$ cat src/rtl/aipp_precharge_sequencer.sv
// Rail pre-charge sequencer: ramps the regulator setpoint ahead of an expected NIC frame.
// Optional event counters are built only when AIPP_SEQ_STATS_EN is defined.
module aipp_precharge_sequencer #(
  parameter int WATCHDOG_TIMEOUT = 5000,
  parameter int RAMP_STEP_MV     = 10,
  parameter int OVP_MARGIN_MV    = 100,
  parameter int POST_SOF_HOLD    = 256
) (
  input  logic         clk,
  input  logic         rst_n,
  input  logic         pf_valid,
  output logic         pf_ready,
  input  logic [127:0] pf_data,
  input  logic         packet_sof_detected,
  input  logic [15:0]  v_nominal,
  input  logic [15:0]  v_ovp_limit,
  output logic         precharge_trigger,
  output logic [15:0]  v_setpoint,
  output logic         clamp_active,
  output logic         gold_active,
  output logic         busy,
  output logic [15:0]  clamp_count,
  output logic [15:0]  boost_count
);

  localparam int WD_W = (WATCHDOG_TIMEOUT > 1) ? $clog2(WATCHDOG_TIMEOUT) : 1;
  localparam int DW_W = (POST_SOF_HOLD > 1) ? $clog2(POST_SOF_HOLD) : 1;
  localparam logic [16:0] STEP17   = 17'(RAMP_STEP_MV);
  localparam logic [16:0] MARGIN17 = 17'(OVP_MARGIN_MV);

  typedef enum logic [2:0] {
    IDLE  = 3'd0,
    RAMP  = 3'd1,
    HOLD  = 3'd2,
    DWELL = 3'd3,
    DOWN  = 3'd4,
    CLAMP = 3'd5
  } state_e;

  state_e            state_q;
  logic [15:0]       v_setpoint_q;
  logic [15:0]       target_q;
  logic [WD_W-1:0]   wdog_q;
  logic [DW_W-1:0]   dwell_q;
  logic              pf_ready_q;
  logic              trigger_q;
  logic              clamp_q;
  logic              gold_q;
  logic              busy_q;

  logic [16:0] ovp_ext, ovp_room, req_ext, target_d;
  logic [16:0] nom_ext, sp_ext, tgt_ext;
  logic [16:0] ramp_sum, ramp_d, down_d;
  logic        accept, boost_go, wd_expire, clamp_enter, boost_done;
  logic        unused_bits;

  // 17-bit datapath so neither the ramp nor the margin subtraction can wrap.
  always_comb begin
    ovp_ext  = {1'b0, v_ovp_limit};
    ovp_room = (ovp_ext >= MARGIN17) ? (ovp_ext - MARGIN17) : 17'd0;
    req_ext  = {1'b0, pf_data[15:0]};
    target_d = (req_ext < ovp_room) ? req_ext : ovp_room;
    nom_ext  = {1'b0, v_nominal};
    sp_ext   = {1'b0, v_setpoint_q};
    tgt_ext  = {1'b0, target_q};
    ramp_sum = sp_ext + STEP17;
    if (sp_ext >= tgt_ext) begin
      ramp_d = sp_ext;
    end else if (ramp_sum >= tgt_ext) begin
      ramp_d = tgt_ext;
    end else begin
      ramp_d = ramp_sum;
    end
    down_d   = (sp_ext >= nom_ext + STEP17) ? (sp_ext - STEP17) : nom_ext;
  end

  assign accept      = pf_valid && pf_ready_q;
  assign boost_go    = accept && (target_d > nom_ext);
  assign wd_expire   = (wdog_q == WD_W'(WATCHDOG_TIMEOUT - 1));
  // SOF has priority over watchdog expiry.
  assign clamp_enter = ((state_q == RAMP) || (state_q == HOLD)) &&
                       !packet_sof_detected && wd_expire;
  assign boost_done  = (state_q == DOWN) && (down_d == nom_ext);
  assign unused_bits = ^{pf_data[126:16], ramp_d[16], down_d[16], ramp_sum[16]};

  always_ff @(posedge clk or negedge rst_n) begin
    if (!rst_n) begin
      state_q      <= IDLE;
      v_setpoint_q <= 16'd0;
      target_q     <= 16'd0;
      wdog_q       <= '0;
      dwell_q      <= '0;
      pf_ready_q   <= 1'b0;
      trigger_q    <= 1'b0;
      clamp_q      <= 1'b0;
      gold_q       <= 1'b0;
      busy_q       <= 1'b0;
    end else begin
      clamp_q <= 1'b0;
      case (state_q)
        IDLE: begin
          v_setpoint_q <= v_nominal;
          pf_ready_q   <= 1'b1;
          busy_q       <= 1'b0;
          trigger_q    <= 1'b0;
          gold_q       <= 1'b0;
          if (boost_go) begin
            state_q    <= RAMP;
            target_q   <= target_d[15:0];
            gold_q     <= pf_data[127];
            wdog_q     <= '0;
            pf_ready_q <= 1'b0;
            busy_q     <= 1'b1;
            trigger_q  <= 1'b1;
          end
        end
        RAMP, HOLD: begin
          if (packet_sof_detected) begin
            state_q   <= DWELL;
            trigger_q <= 1'b0;
            dwell_q   <= '0;
          end else if (clamp_enter) begin
            state_q      <= CLAMP;
            trigger_q    <= 1'b0;
            clamp_q      <= 1'b1;
            v_setpoint_q <= v_nominal;
          end else begin
            wdog_q <= wdog_q + WD_W'(1);
            if (state_q == RAMP) begin
              v_setpoint_q <= ramp_d[15:0];
              if (ramp_d == tgt_ext) begin
                state_q <= HOLD;
              end
            end
          end
        end
        DWELL: begin
          if (dwell_q == DW_W'(POST_SOF_HOLD - 1)) begin
            state_q <= DOWN;
          end else begin
            dwell_q <= dwell_q + DW_W'(1);
          end
        end
        DOWN: begin
          v_setpoint_q <= down_d[15:0];
          if (boost_done) begin
            state_q    <= IDLE;
            pf_ready_q <= 1'b1;
            busy_q     <= 1'b0;
            gold_q     <= 1'b0;
          end
        end
        CLAMP: begin
          state_q      <= IDLE;
          v_setpoint_q <= v_nominal;
          pf_ready_q   <= 1'b1;
          busy_q       <= 1'b0;
          gold_q       <= 1'b0;
        end
        default: begin
          state_q <= IDLE;
        end
      endcase
    end
  end

`ifdef AIPP_SEQ_STATS_EN
  logic [15:0] clamp_count_q;
  logic [15:0] boost_count_q;

  always_ff @(posedge clk or negedge rst_n) begin
    if (!rst_n) begin
      clamp_count_q <= 16'd0;
      boost_count_q <= 16'd0;
    end else begin
      if (clamp_enter && (clamp_count_q != 16'hFFFF)) begin
        clamp_count_q <= clamp_count_q + 16'd1;
      end
      if (boost_done && (boost_count_q != 16'hFFFF)) begin
        boost_count_q <= boost_count_q + 16'd1;
      end
    end
  end

  assign clamp_count = clamp_count_q;
  assign boost_count = boost_count_q;
`else
  assign clamp_count = 16'd0;
  assign boost_count = 16'd0;
`endif

  assign pf_ready          = pf_ready_q;
  assign precharge_trigger = trigger_q;
  assign v_setpoint        = v_setpoint_q;
  assign clamp_active      = clamp_q;
  assign gold_active       = gold_q;
  assign busy              = busy_q;

endmodule
$ cat config.mk
export PLATFORM = sky130hd
export DESIGN_NAME = aipp_precharge_sequencer
export DESIGN_NICKNAME = d
export VERILOG_FILES = /design/src/rtl/aipp_precharge_sequencer.sv
export SDC_FILE = /design/constraint.sdc
export NUM_CORES = 1
export LEC_CHECK = 0
export ABC_AREA = 0
export CORE_AREA = 2 2 121 146
export DETAILED_ROUTE_END_ITERATION = 16
export DIE_AREA = 0 0 123 148
export PLACE_DENSITY = 0.88
export SYNTH_ARGS = -nofsm -noshare
export SYNTH_HDL_FRONTEND = slang
export SYNTH_SLANG_ARGS = --single-unit
$ cat constraint.sdc
create_clock -name clk -period 4.52 [get_ports clk]
set_input_delay 1.13 -clock clk [delete_from_list [all_inputs] [get_ports clk]]
set_output_delay 1.13 -clock clk [all_outputs]
set_load 0.02 [all_outputs]
==> results.ini <==
[run_status]
status = finished with violations
violations = setup timing

[detailed_routing]
vias_per_cell = 6.047
vias = 8574
drc = 0
drt-total-wl_um = 28700
dr.pass1.iters = 5
drt_iter0_drc = 657
wl_per_cell_um = 20.24
final_antenna_net_count = 0

[pwr]
peakVddDrop_uv = 312.9
power_density_nw_per_um2 = 697.8
p_sw_mw = 3.717
clockPowerShare = 0.107
pwr-share-seq = 0.149
power.total_mw = 7.367
internal_power_mw = 3.649
p_leak_nw = 4.636
swShare = 0.5046
combPwrFrac = 0.745

[clock_network]
ctsHoldBuffers = 0
insertion_delay_ns = 0.34
clock_sinks = 61
cts_buffers = 9
cts_tree = built
htree_levels = 3
cts_root_buffer = clkbuf_16
cts_buffer_depth = 2
clkTransAtPathRegs_ns = 0.05

[worst_hold_path]
worst_hold_path_type = register to register
min_path_cells = 2
min_from = busy
hold_path_end = busy

[synthesis]
synth_top_area_frac = 0.1966
synth_cell_types = 80
async_reset_ff_frac = 1.000
ys_warn_count = 0
synth_most_common_cell = nand2_1
ys_seq_area_frac = 0.1966
netlist_instances = 996
synthTopCellsByCount = 91 x nand2_1, 85 x ha_1, 82 x nor2_1, 76 x a21oi_1, 63 x o21ai_0
syn_area_um2 = 7764
yosys-top-cells-area = dfrtp_1 20%, ha_1 14%, xnor2_1 5.5%, a21oi_1 4.9%, nand2_1 4.4%
ys_ff_latch = 61
synth-edff-count = 0
synthFlopType = dfrtp_1
syn_area_per_cell_um2 = 7.795
yosys.area.top_type = dfrtp_1

[global_routing]
grt_max_degree = 39
grt_pass1_wl_um = 44100
grt-ovfl-total = 0
grt_usage = 0.3150
grt_pass1_vias = 8333
antenna_found_initial = 0

[final_layout]
fillers = 1381
multiInputGateArea_um2 = 6072
layout.nets = 1447
antenna_cells = 0
drive_gt1_frac = 0.2354
syn_to_final_growth_pct = 35.97
regArea_um2 = 1526

[sta]
maxSlewViolCount = 0
skew_ns = 0.01003
min_period_ns = 6.493
setup_viol_count_final = 36
period_share = 1.436
setup_ws_ns = -1.973
max_slew_margin = 0.3029
whs_ns = 0.4726
max_freq_mhz = 154.0
rsz0062_at_grt = true
tightest_slew_ns = 1.019
hold_violations = 0

[setup_path]
crit_type = input port to register
ff2ff_setup_slack_ns = 0.32
crit_path_start = v_ovp_limit[3]
cp.arrival_ns = 6.76
worst_ep_required_time_ns = 4.79
r2r_end = v_setpoint[11]
end_kind = register
slowest_stage = or4_4
r2r_cells = 18
regToRegStartpoint = v_setpoint[1]
start_kind = input port
crit_fanout = 7
slowest_delay_ns = 0.56

[job]
drv_cap = 0

[placed_design]
port_buffers = 73
hpwlAfterDp_um = 21460
place_congestion = 1.079

[floorplanning]
dieWidth_um = 123
placementRows = 52
dieArea_um2 = 18200
io_pins = 217
core_um2 = 16790
start_util = 0.4625
die_h_um = 148

[area by class of cell]
class                           count  area share
Multi-Input combinational cell    828      0.5752
Timing Repair Buffer              236      0.2004
Sequential cell                    61      0.1446
Tap cell                          216     0.02560
Clock buffer                       12     0.02525
Inverter                           62     0.02252
Clock inverter                      3    0.006400
[cell families after synthesis]
kind of cell,Yosys count,synth area share
buffers and inverters,138,0.08944
multiplexers,26,0.03594
AO/OA/AOI/OAI,255,0.2121
adder cells (fa/ha/maj),86,0.1383
AND/OR/NAND/NOR,347,0.2329
other,1,0.0004830
flip-flops,61,0.1966
XOR/XNOR,82,0.09428
[worst max path at each step]
stage / slack (ns) / depth (start not counted) / endpoint
final: -1.97 / 30 / wdog_q[7]
after global routing: -2.21 / 28 / wdog_q[11]
after global placement: -2.42 / 22 / state_q[0]
after detailed placement: -2.60 / 23 / state_q[0]
after floorplan: -1.77 / 23 / wdog_q[11]
after CTS: -1.92 / 23 / state_q[0]
[power groups by stage]
stage                     Clock [mW]  Combinational (mW)  Sequential, mW
final                          0.785                5.49            1.10
after floorplan                    0                3.20            1.07
after detailed placement           0                4.80            1.08
after CTS                      0.784                5.17            1.07
after global routing           0.807                5.91            1.12
after global placement             0                4.71            1.07
[per-stage QoR]
step	TNS, ns	setup slack, ns	cells	instance area (um2)	utilization
floorplan	-55.79	-1.774	1027	8024	-
global placement	-80.50	-2.417	1376	9590	0.5713
detailed placement	-86.69	-2.601	1376	9590	0.5713
CTS	-63.75	-1.916	1407	10320	0.6146
global route	-69.92	-2.212	1418	10560	0.6289
finish	-62.55	-1.973	1418	10560	0.6289
[layout by cell type, fill, tap and decap left out, types with 6 or more instances in the layout]
| cell type | Yosys | final |
|---|---|---|
| o21ai_1 | 3 | 11 |
| o21a_1 | 7 | 7 |
| inv_1 | 60 | 57 |
| mux2i_1 | 11 | 11 |
| conb_1 | 1 | 32 |
| ha_1 | 85 | 76 |
| or4_4 | 1 | 6 |
| dfrtp_1 | 61 | 61 |
| nor4_1 | 16 | 14 |
| nand2_1 | 91 | 89 |
| o21ai_0 | 63 | 53 |
| or3_1 | 9 | 7 |
| nand4_1 | 28 | 28 |
| a211oi_1 | 11 | 9 |
| a22oi_1 | 7 | 7 |
| clkdlybuf4s50_1 | 0 | 63 |
| nor2_1 | 82 | 78 |
| mux2_2 | 15 | 9 |
| ha_4 | 0 | 9 |
| a21o_1 | 6 | 6 |
| o211ai_1 | 13 | 13 |
| nand2b_1 | 12 | 11 |
| xor2_1 | 32 | 32 |
| xnor2_1 | 49 | 49 |
| nor2b_1 | 9 | 9 |
| o31ai_1 | 14 | 8 |
| clkbuf_16 | 0 | 9 |
| nor3_1 | 23 | 21 |
| o22ai_1 | 8 | 8 |
| buf_6 | 3 | 9 |
| mux2_4 | 0 | 6 |
| nor3b_1 | 6 | 6 |
| buf_4 | 33 | 146 |
| nand3_1 | 26 | 21 |
| a21oi_1 | 76 | 68 |
| a21oi_2 | 0 | 7 |
[flip-flops by register name, indices dropped and copies added, names as in the netlist]
signal             flops
target_q              16
v_setpoint            16
wdog_q                13
dwell_q                8
state_q                3
busy                   1
clamp_active           1
gold_active            1
pf_ready               1
precharge_trigger      1
[layer usage]
metal,vias up,track usage,part of all wire
li1,3955,-,-
met1,4031,0.3606,0.37
met2,475,0.5403,0.49
met3,113,0.05170,0.074
met4,0,0.1949,0.067
met5,-,0,0
[critical path, delay by kind of cell]
kind	cells	cell delay, ns
AOI/OAI and AO/OA	10	1.74
adders and majority gates	3	0.66
buffers and inverters	8	0.91
muxes	1	0.32
and+or+nand+nor	8	1.98
[timing repair]
action	4_1_cts	5_1_grt
pin swaps	26	28
resized for setup	71	47
buffers inserted	13	12
setup endpoints to repair	36	49
cloned	3	0
No activity file was read; power rests on OpenSTA's default activity.
